$ cat config.mk
export PLATFORM = sky130hd
export DESIGN_NAME = fifo_level_top
export DESIGN_NICKNAME = d
export VERILOG_FILES = /design/src/rtl/fifo_level_top.sv
export SDC_FILE = /design/constraint.sdc
export NUM_CORES = 2
export LEC_CHECK = 0
export CORE_MARGIN = 2
export CORE_UTILIZATION = 40
export CTS_BUF_LIST = sky130_fd_sc_hd__clkbuf_16
export DETAILED_ROUTE_END_ITERATION = 7
export GPL_TIMING_DRIVEN = 0
export PLACE_DENSITY_LB_ADDON = 0.25
export SETUP_SLACK_MARGIN = 0.3
export SLEW_MARGIN = 20
export SYNTH_ARGS = -nofsm -noshare
export SYNTH_HDL_FRONTEND = slang
export SYNTH_SLANG_ARGS = --single-unit
$ cat constraint.sdc
create_clock -name clk -period 5.7 [get_ports clk]
set_input_delay 1.14 -clock clk [delete_from_list [all_inputs] [get_ports clk]]
set_output_delay 1.14 -clock clk [all_outputs]
set_load 0.02 [all_outputs]
$ cat src/rtl/fifo_level_top.sv
// fifo_level_top: single-clock FIFO with registered-read RAM, occupancy count, thresholds, flush and read-valid strobe
// Ports: clk, rst_n (async active-low); fifo_clear flushes pointers/count on the next edge;
//   fifo_write_req/fifo_write_data push; fifo_read_req pops, data appears on fifo_read_data with
//   fifo_read_valid one cycle later; fifo_full/empty/almost_full/almost_empty and fifo_count are
//   decoded from the registered count; fifo_overflow/fifo_underflow are sticky error flags.
// Optional: define FIFO_ERR_FLAG_EN to build the sticky error flags; otherwise they are tied to 0.
module fifo_level_top #(
  parameter int WIDTH         = 8,
  parameter int DEPTH_LOG     = 8,
  parameter int AFULL_THRESH  = 2**DEPTH_LOG - 4,
  parameter int AEMPTY_THRESH = 4
) (
  input  logic                 clk,
  input  logic                 rst_n,
  input  logic                 fifo_clear,
  input  logic                 fifo_write_req,
  input  logic [WIDTH-1:0]     fifo_write_data,
  input  logic                 fifo_read_req,
  output logic [WIDTH-1:0]     fifo_read_data,
  output logic                 fifo_read_valid,
  output logic                 fifo_full,
  output logic                 fifo_empty,
  output logic                 fifo_almost_full,
  output logic                 fifo_almost_empty,
  output logic [DEPTH_LOG:0]   fifo_count,
  output logic                 fifo_overflow,
  output logic                 fifo_underflow
);
  localparam logic [DEPTH_LOG:0] FULL_CNT = {1'b1, {DEPTH_LOG{1'b0}}};
  localparam logic [DEPTH_LOG:0] AF_CNT   = AFULL_THRESH[DEPTH_LOG:0];
  localparam logic [DEPTH_LOG:0] AE_CNT   = AEMPTY_THRESH[DEPTH_LOG:0];
  logic [WIDTH-1:0]   mem [2**DEPTH_LOG];
  logic [DEPTH_LOG:0] wr_ptr_q, wr_ptr_d, rd_ptr_q, rd_ptr_d, count_q, count_d;
  logic [WIDTH-1:0]   rd_data_q, rd_data_d;
  logic               rd_valid_q, wr_acc, rd_acc;
  assign fifo_full         = count_q == FULL_CNT;
  assign fifo_empty        = count_q == '0;
  assign fifo_almost_full  = count_q >= AF_CNT;
  assign fifo_almost_empty = count_q <= AE_CNT;
  assign fifo_count        = count_q;
  assign fifo_read_data    = rd_data_q;
  assign fifo_read_valid   = rd_valid_q;
  assign wr_acc = fifo_write_req & ~fifo_full & ~fifo_clear;
  assign rd_acc = fifo_read_req & ~fifo_empty & ~fifo_clear;
  always_comb begin
    wr_ptr_d  = fifo_clear ? '0 : wr_ptr_q + {{DEPTH_LOG{1'b0}}, wr_acc};
    rd_ptr_d  = fifo_clear ? '0 : rd_ptr_q + {{DEPTH_LOG{1'b0}}, rd_acc};
    count_d   = fifo_clear ? '0 :
                (wr_acc & ~rd_acc) ? count_q + 1'b1 :
                (rd_acc & ~wr_acc) ? count_q - 1'b1 : count_q;
    rd_data_d = rd_acc ? mem[rd_ptr_q[DEPTH_LOG-1:0]] : rd_data_q;
  end
  // Storage is not reset; only the pointers define which words are live.
  always_ff @(posedge clk)
    if (wr_acc) mem[wr_ptr_q[DEPTH_LOG-1:0]] <= fifo_write_data;
  always_ff @(posedge clk or negedge rst_n)
    if (!rst_n) begin
      wr_ptr_q   <= '0;
      rd_ptr_q   <= '0;
      count_q    <= '0;
      rd_data_q  <= '0;
      rd_valid_q <= 1'b0;
    end else begin
      wr_ptr_q   <= wr_ptr_d;
      rd_ptr_q   <= rd_ptr_d;
      count_q    <= count_d;
      rd_data_q  <= rd_data_d;
      rd_valid_q <= rd_acc;
    end
`ifdef FIFO_ERR_FLAG_EN
  logic ovf_q, ovf_d, udf_q, udf_d;
  always_comb begin
    ovf_d = fifo_clear ? 1'b0 : ovf_q | (fifo_write_req & fifo_full);
    udf_d = fifo_clear ? 1'b0 : udf_q | (fifo_read_req & fifo_empty);
  end
  always_ff @(posedge clk or negedge rst_n)
    if (!rst_n) begin
      ovf_q <= 1'b0;
      udf_q <= 1'b0;
    end else begin
      ovf_q <= ovf_d;
      udf_q <= udf_d;
    end
  assign fifo_overflow  = ovf_q;
  assign fifo_underflow = udf_q;
`else
  assign fifo_overflow  = 1'b0;
  assign fifo_underflow = 1'b0;
`endif
endmodule

==> impl_metrics.tcl <==
set metrics [dict create \
    setup_viol 0 \
    dieWidth_um 455 \
    timing.slew.headroom 0.0895 \
    rsz_0062_raised_after_global_routing "false" \
    fmaxAchievable_ghz 0.189 \
    drc_errors 0 \
    maxCapViolations 0 \
    post_layout_nonfiller_instances 7113 \
    power.density_nw_per_um2 378 \
    remaining_antenna_violation_count 0 \
    holdWs_ns 0.155 \
    worst-endpoint-arrival_ns 5.96 \
    cts_root_buf "clkbuf_16" \
    final-max-slew-violation-count 0 \
    cts.clk_slew.worst_paths_ns 0.07 \
    post-route-period-util 0.927 \
    grt_pass1_vias 41500 \
    cp_common_cell "clkbuf_1" \
    slew_at_the_pin_with_the_worst_max_slew_slack_ns 1.37 \
    finalHoldViolations 0 \
    synth.ff_latch_count 2082 \
    die-height_um 455 \
    synthArstFlopShare 0.0163 \
    fin_crit_ns 5.28 \
    layout.filler_cells 17000 \
    post_route_cells_drive_above_1_share 0.198 \
    dr_total_vias 42300 \
    fp.dieArea_um2 207000 \
    yosys_most_used_dff "edfxtp_1" \
    hp-class "primary input to async pin" \
    cts_post_setup_buffers_inserted 0 \
    setup_ws_ns 0.416 \
    clock_tree_from_tritoncts "built" \
    coreArea_um2 202000 \
    critical_path.endpoint_type "flop" \
    cts.path.max_buffers 3 \
    detail_placement_hpwl_um 159000 \
    pre_cts_slack_ns 0.299 \
    critical_path_class "flop to flop" \
    power_mw 34.9 \
    synth.cell_area_um2 81400 \
    yosysWarningCount 0 \
    critPathMaxFanout 10 \
    clock_skew_ns 0.0488 \
    drt_first_pass_iters 5 \
    routed_len_inst_um 33.7 \
    synth_edf_count 2048 \
    run_status "finished clean" \
    syn_to_final_growth_pct 13.6 \
    resized_after_cts 0 \
    synth_cells 3989 \
    synth_sequential_area_ratio 0.766 \
    grt_first_pass_wirelength_um 330000 \
    wl_um 239000 \
    cpMaxStageDelayCell "o311ai_0" \
    number_of_drc_markers_after_the_initial_detailed_route_iteration 6058 \
    initial_antenna_violation_count 13 \
    cts_h_tree_depth 4 \
    cts_num_sinks 2082 \
    dp.cells 6713 \
    utilization 0.457 \
    start_util 0.402 \
    routabilityCongestion 0.980 \
    total_leakage_power_nw 28.1 \
    yosys.cell_types.count 56 \
    timing.critical_path.required_ns 6.38 \
    r2r_setup_slack_ns 0.42 \
    buffer_ports.inserted 33 \
    nets 4280 \
    worst_setup_path_start_kind "flop" \
    global_route.usage.total 0.230 \
    tritoncts.num_buffers 211 \
    core.rowCount 165 \
    viasPerCell 5.95 \
    crit_path_max_incr_delay_ns 1.10 \
    pin_count_of_the_biggest_net_entering_global_routing 132 \
    worst_ir_drop_vdd_mv 0.329 \
    path_cells "clkbuf_1 -> inv_2 -> clkbuf_1 -> clkbuf_1 -> o221ai_1 -> o22ai_1 -> nor3_1 -> o311ai_0 -> nand3_1" \
    cp-startpoint "rd_ptr_q[3]$_DFF_PN0_" \
    r2r_start "rd_ptr_q[3]$_DFF_PN0_" \
    cts-hold-fix-buffers 0 \
    ios 37 \
    avgSynthCellArea_um2 20.4 \
    clock_latency_ns 0.86 \
    global_route.overflow_total 0 \
]
==> worst max-delay path: cells and delay by family, from the launching register on <==
family,cells,cell delay [ns]
flip-flops,1,0.36
AO/OA/AOI/OAI,3,1.72
buffers and inverters,4,2.66
AND/OR/NAND/NOR,2,0.34
==> per-layer routing <==
layer	global-route usage	vias up	share of wire
met5	0	-	0.00011
met4	0.0733	4	0.034
met2	0.363	2079	0.47
met1	0.319	22700	0.41
met3	0.0499	376	0.086
li1	-	17200	-
==> cell usage after synthesis, types with 3 or more instances <==
cell	instances	area, µm²
edfxtp_1	2048	61500
mux4_2	418	9410
nor2_1	301	1130
mux2i_1	293	2930
o221ai_1	137	1200
clkbuf_1	113	424
a21oi_1	85	425
o22ai_1	72	450
nand2_1	63	236
nor3_1	59	295
buf_2	44	220
buf_4	44	330
o21ai_0	37	185
dfrtp_1	34	851
buf_6	24	270
nand3_1	24	120
a22oi_1	22	165
buf_1	19	71.3
a211oi_1	13	97.6
nor2b_1	13	81.3
ha_1	12	150
xnor2_1	11	96.3
nand3b_1	9	67.6
or3_1	9	56.3
inv_1	8	30.0
nand4_1	7	43.8
a311oi_1	6	52.6
and4_1	6	52.6
o311ai_0	6	52.6
or2_2	5	31.3
nand2_2	4	25.0
nand2b_1	4	25.0
nor3b_1	4	30.0
xor2_1	4	35.0
inv_2	3	11.3
o31ai_1	3	22.5
==> metrics by stage <==
step	setup TNS, ns	cell area (µm²)
final	0	92400
after detailed placement	0	85600
after CTS	0	92400
after global placement	-8996.65	85100
after floorplan	0	81400
after global routing	0	92400
==> state kept, by name, summed over array words and instances, names as in the netlist <==
name / cells
fifo_count: 9
fifo_read_data: 8
fifo_read_valid: 1
mem: 2048
rd_ptr_q: 8
wr_ptr_q: 8
==> final timing paths <==
| kind | to | depth (start not counted) |
|---|---|---|
| worst min-delay path | fifo_read_valid$_DFF_PN0_ | 1 |
| max in group asynchronous | rd_ptr_q[5]$_DFF_PN0_ | 2 |
| worst max register to register | fifo_read_data[0]$_DFFE_PN0P_ | 9 |
| min in group clk | mem[19][6]$_DFFE_PP_ | 1 |
| worst min register to register | rd_ptr_q[1]$_DFF_PN0_ | 2 |
| worst max-delay path | fifo_read_data[0]$_DFFE_PN0P_ | 9 |
==> cells in the final DEF, fill, tap and decap left out, types with 16 or more instances in the layout <==
cell             count
clkbuf_16          213
o22ai_1             72
mux2i_1            293
a21oi_1             85
dfrtp_1             34
bufinv_16           22
buf_16              16
o221ai_1           137
clkbuf_1           101
a22oi_1             22
edfxtp_1          2048
nor2_1             301
buf_6               24
mux4_2             418
nand2_1             63
buf_2               49
clkinv_2            35
inv_1               58
clkdlybuf4s50_1     24
nand3_1             24
o21ai_0             37
buf_4               45
clkinv_1            59
nor3_1              59
==> cell families (layout without fill, tap and decap cells) <==
family,after synthesis,in the layout,synth area share
buffers and inverters,256,703,0.0169
and+or+nand+nor,519,519,0.0280
DFF,2082,2082,0.766
other,1,6,0.0000461
AOI/OAI and AO/OA,392,392,0.0337
xor gates and xnor gates,15,15,0.00161
muxes,711,711,0.152
adders and majority gates,13,13,0.00209
==> area by class of cell <==
cell class	count	area (µm²)	area share
diodes	4	10.0	0.000108
plain buffers	245	1350	0.0146
clock buffers	213	5330	0.0577
clock inverters	183	1490	0.0162
inverters	11	41.3	0.000447
multi-input cells	1652	17700	0.191
flip-flops and latches	2082	62300	0.674
well taps	2672	3340	0.0362
repair buffers	51	833	0.00901
==> report_power, final <==
| part | switching [mW] | internal (mW) | leakage [nW] | total [mW] |
|---|---|---|---|---|
| Clock | 5.93 | 7.77 | 3.53 | 13.7 |
| Combinational | 2.45 | 1.78 | 5.68 | 4.23 |
| Sequential | 0.109 | 16.9 | 18.9 | 17.0 |
| Total | 8.49 | 26.4 | 28.1 | 34.9 |
Power figures use the tool's default switching activity.
